--- config.mk ---
export PLATFORM = sky130hd
export DESIGN_NAME = regfile_scoreboard
export DESIGN_NICKNAME = d
export VERILOG_FILES = /design/src/rtl/regfile_scoreboard.sv
export SDC_FILE = /design/constraint.sdc
export NUM_CORES = 1
export LEC_CHECK = 0
export ABC_AREA = 1
export CORE_ASPECT_RATIO = 0.7
export CORE_MARGIN = 1.5
export CORE_UTILIZATION = 48
export CTS_CLUSTER_SIZE = 12
export DETAILED_ROUTE_END_ITERATION = 10
export PLACE_DENSITY_LB_ADDON = 0.3
export SETUP_SLACK_MARGIN = 0.2
export SLEW_MARGIN = 20
export SYNTH_ARGS = -nofsm -noshare
export SYNTH_HDL_FRONTEND = slang
export SYNTH_SLANG_ARGS = --single-unit
export TNS_END_PERCENT = 5
--- constraint.sdc ---
create_clock -name clk -period 3.1 [get_ports clk]
set_input_delay 0.62 -clock clk [delete_from_list [all_inputs] [get_ports clk]]
set_output_delay 0.62 -clock clk [all_outputs]
set_load 0.05 [all_outputs]
--- src/rtl/regfile_scoreboard.sv ---
// General-purpose register file for the 16-bit pipelined core with
// write-through bypass and per-register pending-write counters that
// let decode detect RAW hazards on in-flight producers.
`timescale 1ns/1ps

module regfile_scoreboard #(
    parameter int DATA_WIDTH = 16,
    parameter int ADDR_WIDTH = 4,
    parameter int PEND_WIDTH = 2
) (
    input  logic                  clk,
    input  logic                  rst,
    input  logic                  RegWriteW,
    input  logic [ADDR_WIDTH-1:0] RdW,
    input  logic [DATA_WIDTH-1:0] ResultW,
    input  logic                  IssueD,
    input  logic [ADDR_WIDTH-1:0] RdD,
    input  logic [ADDR_WIDTH-1:0] Rs1D,
    input  logic [ADDR_WIDTH-1:0] Rs2D,
    output logic [DATA_WIDTH-1:0] RD1,
    output logic [DATA_WIDTH-1:0] RD2,
    output logic                  Busy1,
    output logic                  Busy2,
    output logic                  PendOverflow
);

    localparam int NUM_REGS = 2**ADDR_WIDTH;
    localparam logic [PEND_WIDTH-1:0] PEND_MAX = '1;
    localparam logic [PEND_WIDTH-1:0] PEND_ONE = PEND_WIDTH'(1);

    logic [DATA_WIDTH-1:0] regs [NUM_REGS];
    logic [PEND_WIDTH-1:0] pend [NUM_REGS];
    logic                  ovf_set;
    logic                  wr_en;

    // Saturating counter update: issue counts up, retire counts down,
    // both together cancel out, and the ends of the range hold.
    function automatic logic [PEND_WIDTH-1:0] pend_next(
        input logic [PEND_WIDTH-1:0] cur,
        input logic                  inc,
        input logic                  dec
    );
        logic [PEND_WIDTH-1:0] nxt;
        nxt = cur;
        if (inc && !dec) begin
            if (cur != PEND_MAX) nxt = cur + PEND_ONE;
        end else if (dec && !inc) begin
            if (cur != '0) nxt = cur - PEND_ONE;
        end
        return nxt;
    endfunction

    // Writes to R0 are dropped so it stays zero.
    always_comb begin
        wr_en = RegWriteW && (RdW != '0);
    end

    // Register array: cleared by reset, written from the writeback stage.
    always_ff @(posedge clk or negedge rst) begin
        if (!rst) begin
            for (int i = 0; i < NUM_REGS; i++) regs[i] <= '0;
        end else if (wr_en) begin
            regs[RdW] <= ResultW;
        end
    end

    // Pending counters; R0 is never tracked so it can never look busy.
    always_ff @(posedge clk or negedge rst) begin
        if (!rst) begin
            for (int i = 0; i < NUM_REGS; i++) pend[i] <= '0;
        end else begin
            pend[0] <= '0;
            for (int i = 1; i < NUM_REGS; i++) begin
                pend[i] <= pend_next(pend[i],
                                     IssueD    && (RdD == ADDR_WIDTH'(i)),
                                     RegWriteW && (RdW == ADDR_WIDTH'(i)));
            end
        end
    end

    // An issue into a full counter is an error unless a retire to the
    // same register in this cycle makes room for it.
    always_comb begin
        ovf_set = IssueD && (RdD != '0) && (pend[RdD] == PEND_MAX)
                  && !(RegWriteW && (RdW == RdD));
    end

    // Sticky overflow flag, cleared only by reset.
    always_ff @(posedge clk or negedge rst) begin
        if (!rst) begin
            PendOverflow <= 1'b0;
        end else if (ovf_set) begin
            PendOverflow <= 1'b1;
        end
    end

    // Read port 1: zero for R0 or while in reset, bypass a same-cycle write.
    always_comb begin
        RD1 = '0;
        if (rst && (Rs1D != '0)) begin
            if (RegWriteW && (RdW == Rs1D)) RD1 = ResultW;
            else                            RD1 = regs[Rs1D];
        end
    end

    // Read port 2: same structure as port 1.
    always_comb begin
        RD2 = '0;
        if (rst && (Rs2D != '0)) begin
            if (RegWriteW && (RdW == Rs2D)) RD2 = ResultW;
            else                            RD2 = regs[Rs2D];
        end
    end

    // Busy flags: the last in-flight write retiring now is bypassed, so
    // it does not stall decode.
    always_comb begin
        Busy1 = (pend[Rs1D] != '0)
                && !(RegWriteW && (RdW == Rs1D) && (pend[Rs1D] == PEND_ONE));
        Busy2 = (pend[Rs2D] != '0)
                && !(RegWriteW && (RdW == Rs2D) && (pend[Rs2D] == PEND_ONE));
    end

endmodule

==> impl_metrics.csv <==
group,metric,value,unit
power_and_ir_drop,switching_share,33.68,%
logic_synthesis,synth_cell_type_count,34,
logic_synthesis,synth_edf_count,0,
floorplanning,design.portCount,71,
route,drc,0,
power_and_ir_drop,clkPwrFrac,31.2,%
logic_synthesis,synth_nets,2567,
worst_setup_path,cp-start-kind,"primary input",
cts,cts_max_level,1,
timing,tns,0,ps
cts,clk_latency,580,ps
power_and_ir_drop,p_comb_share,25.5,%
logic_synthesis,yosysMostFrequentCell,"nand2_1",
route,first_pass_iters,6,
cts,cts_buffers,30,
floorplanning,die_area,36980,um2
logic_synthesis,ys_top_cells_by_area,"dfrtp_1, nand2_1, o21ai_0",
cts,clk_path_buf_depth,3,
logic_synthesis,synth_area,17190,um2
worst_hold_path,hold_path_class,"in -> async",
power_and_ir_drop,peakVddDrop,423.8,uV
power_and_ir_drop,power.density,557.5,nW/um2
placement,place_area,19080,um2
logic_synthesis,ys_warn_count,0,
route,via_per_inst,5.970,
timing,fin_worst_skew,5.659,ps
logic_synthesis,synthXorXnorAreaFrac,0.1528,%
logic_synthesis,synthSimpleGateAreaFrac,27.89,%
cells_and_area,area_growth,18.55,%
floorplanning,core,35020,um2
logic_synthesis,synthAdderAreaFrac,1.092,%
power_and_ir_drop,power.switching,0.003827,W
route,wl_per_cell,21.40,um
grt,grt_pass1_vias,16780,
timing,max_clock_freq,0.3451,GHz
timing,finalCriticalPeriod,2898,ps
cts,clk_pin_slew,70,ps
grt,overflow,0,
worst_setup_path,cp.required,2480,ps
placement,place_congestion,0.9601,
placement,preCtsSetupSlack,-152.2,ps
logic_synthesis,synth_top_area_share,41.77,%
placement,dp_hpwl,41.44,mm
logic_synthesis,synth-compound-area-share,19.70,%
floorplanning,rows,57,
route,ant_nets,0,
grt,grt_max_degree,132,
logic_synthesis,synth_top_family_by_area,"simple AND/OR/NAND/NOR gates",
placement,io_buffers,70,
cells_and_area,finalNetCount,2610,
worst_setup_path,crit_type,"in -> out",
grt,antenna_found_initial,3,
grt,grtUsageTotal,34.80,%
cells_and_area,stdcell_area,20380,um2
floorplanning,die_x,229.2,um
logic_synthesis,synthFlopType,"dfrtp_1",
route,via_count,18190,
cells_and_area,drive_above_1_share,9.988,%
logic_synthesis,postSynthCellCount,2516,
outcome,status,"complete, no violations",
worst_setup_path,cp_max_fo,10,
logic_synthesis,synth-async-reset-ratio,100.0,%
power_and_ir_drop,pwr-share-seq,43.3,%
worst_setup_path,setup.worst_path.end_class,"output port",
timing,period_share,93.47,%
timing,setup_ws,202.3,ps
timing,slew_viol_final,0,
timing,setup_violations,0,
cts,cts_sinks,287,
worst_setup_path,arrival,2280,ps
power_and_ir_drop,total_power,0.01136,W
run,cap_violations,0,
route,drt_iter0_drc,2848,
logic_synthesis,synth_top_cell_by_area,"dfrtp_1",
timing,hold_viol,0,
floorplanning,die_y,161.3,um
power_and_ir_drop,internal-power,0.007536,W
route,routed_wl,65.19,mm
grt,grt_pass1_wl,98.86,mm
timing,max_slew_margin,36.01,%
logic_synthesis,synth.area.mux_share,0,%
logic_synthesis,seq_area_frac_synth,41.77,%
cts,cts_tree,"yes",
logic_synthesis,netlist_top_cells_count,"nand2_1, o21ai_0, nor2_1",
cells_and_area,fin_util,58.21,%
floorplanning,initial_core_util,49.10,%
timing,worst_pin_slew,959.8,ps
power_and_ir_drop,p_leak,9.609,nW
logic_synthesis,syn_area_per_cell,6.833,um2
timing,grt_setup_unrepaired,"yes",
logic_synthesis,synth_seq_cells,287,
cts,clockRootBuffer,"clkbuf_16",
==> cell type report <==
type                       instances  area [um2]
fill                            3215       14640
sequential                       287        7182
clock inverter                     8       92.59
multi-input combinational       1842        8462
antenna                            1       2.502
timing repair buffer             205        2496
clock buffer                      38       822.0
inverter                         193       734.5
tap                              472       590.6
==> cells by family (layout without fill, tap and decap cells) <==
group | Yosys count | count (layout)
AO/OA/AOI/OAI | 624 | 624
flip-flops | 287 | 287
XOR/XNOR | 3 | 3
AND/OR/NAND/NOR | 1200 | 1200
buffers and inverters | 387 | 444
adder cells (fa/ha/maj) | 15 | 15
other | 0 | 1
==> worst paths after layout <==
check	start	end	slack (ps)	cells past startpoint
setup / recovery	Rs2D[2]	RD2[14]	200	10
hold / removal	rst	pend[18]	140	2
setup reg to reg	pend[15]	PendOverflow	1880	10
hold reg to reg	regs[247]	regs[247]	400	0
max in group asynchronous	rst	regs[87]	2130	2
min in group clk	regs[247]	regs[247]	400	0
==> flip-flops by register name, summed over array words and instances, names as in the netlist <==
register	flops
regs	256
pend	30
PendOverflow	1
==> cell usage in the layout, fill, tap and decap left out, types with 2 or more instances in the layout <==
master           instances
nand4_1                  7
o21ai_1                 32
dlygate4sd2_1            8
nor2_1                 270
clkbuf_1                 5
a211oi_1                 9
a21oi_1                111
a21oi_2                  2
dfrtp_1                287
nor2_4                   2
nand3_1                183
buf_16                   2
buf_8                    2
inv_1                  181
a31oi_1                  3
o221ai_1                 2
xnor2_1                  3
o211ai_1                59
nand2_1                705
inv_2                    8
clkdlybuf4s50_1         22
buf_6                    9
ha_1                    15
o21a_1                  15
nor3_1                   5
clkinv_1                 2
buf_4                   98
buf_12                  58
clkinv_2                 5
o21ai_0                374
clkbuf_16               34
o31ai_1                 16
bufinv_16                2
nor2_2                  25
clkbuf_8                 2
==> power groups by stage <==
stage          registers [W]  logic [W]  clock network (W)
2_1_floorplan        0.00483    0.00177                  0
3_3_place_gp         0.00492    0.00269                  0
3_5_place_dp         0.00495    0.00276                  0
4_1_cts              0.00490    0.00281            0.00357
5_1_grt              0.00499    0.00321            0.00373
6_report             0.00492    0.00290            0.00354
==> worst max-delay path, cell delays in order <==
cell and delay [ps]:
dlygate4sd2_1 310, buf_4 240, nor2_2 200, buf_6 190, nand2_1 70, nand3_1 80, nor2_1 60, nor2_2 210
buf_4 160, buf_12 120
==> per-stage QoR <==
stage,cells,hold WS (ps)
2_1_floorplan,2516,324.4
3_3_place_gp,2985,388.6
3_5_place_dp,2985,391.2
4_1_cts,3042,235.6
5_1_grt,3046,245.7
6_report,3046,143.9
==> timing repair <==
action | CTS | global route
gates resized for setup | 33 | 17
endpoints found under the hold margin | 8 | 0
hold buffers | 1 | 0
gates cloned | 3 | 3
pin swaps | 5 | 4
endpoints found under the setup margin | 34 | 31
buffers inserted | 7 | 0
==> routing by layer <==
metal  vias up  wire length [um]  GRT usage (%)
met5         -                 0              0
met4         0              2623          12.77
met3       188              9150          9.322
met2      1255             26650          50.56
met1      8479             26760          49.67
li1       8263                 -              -
No activity file was read; power rests on OpenSTA's default activity.
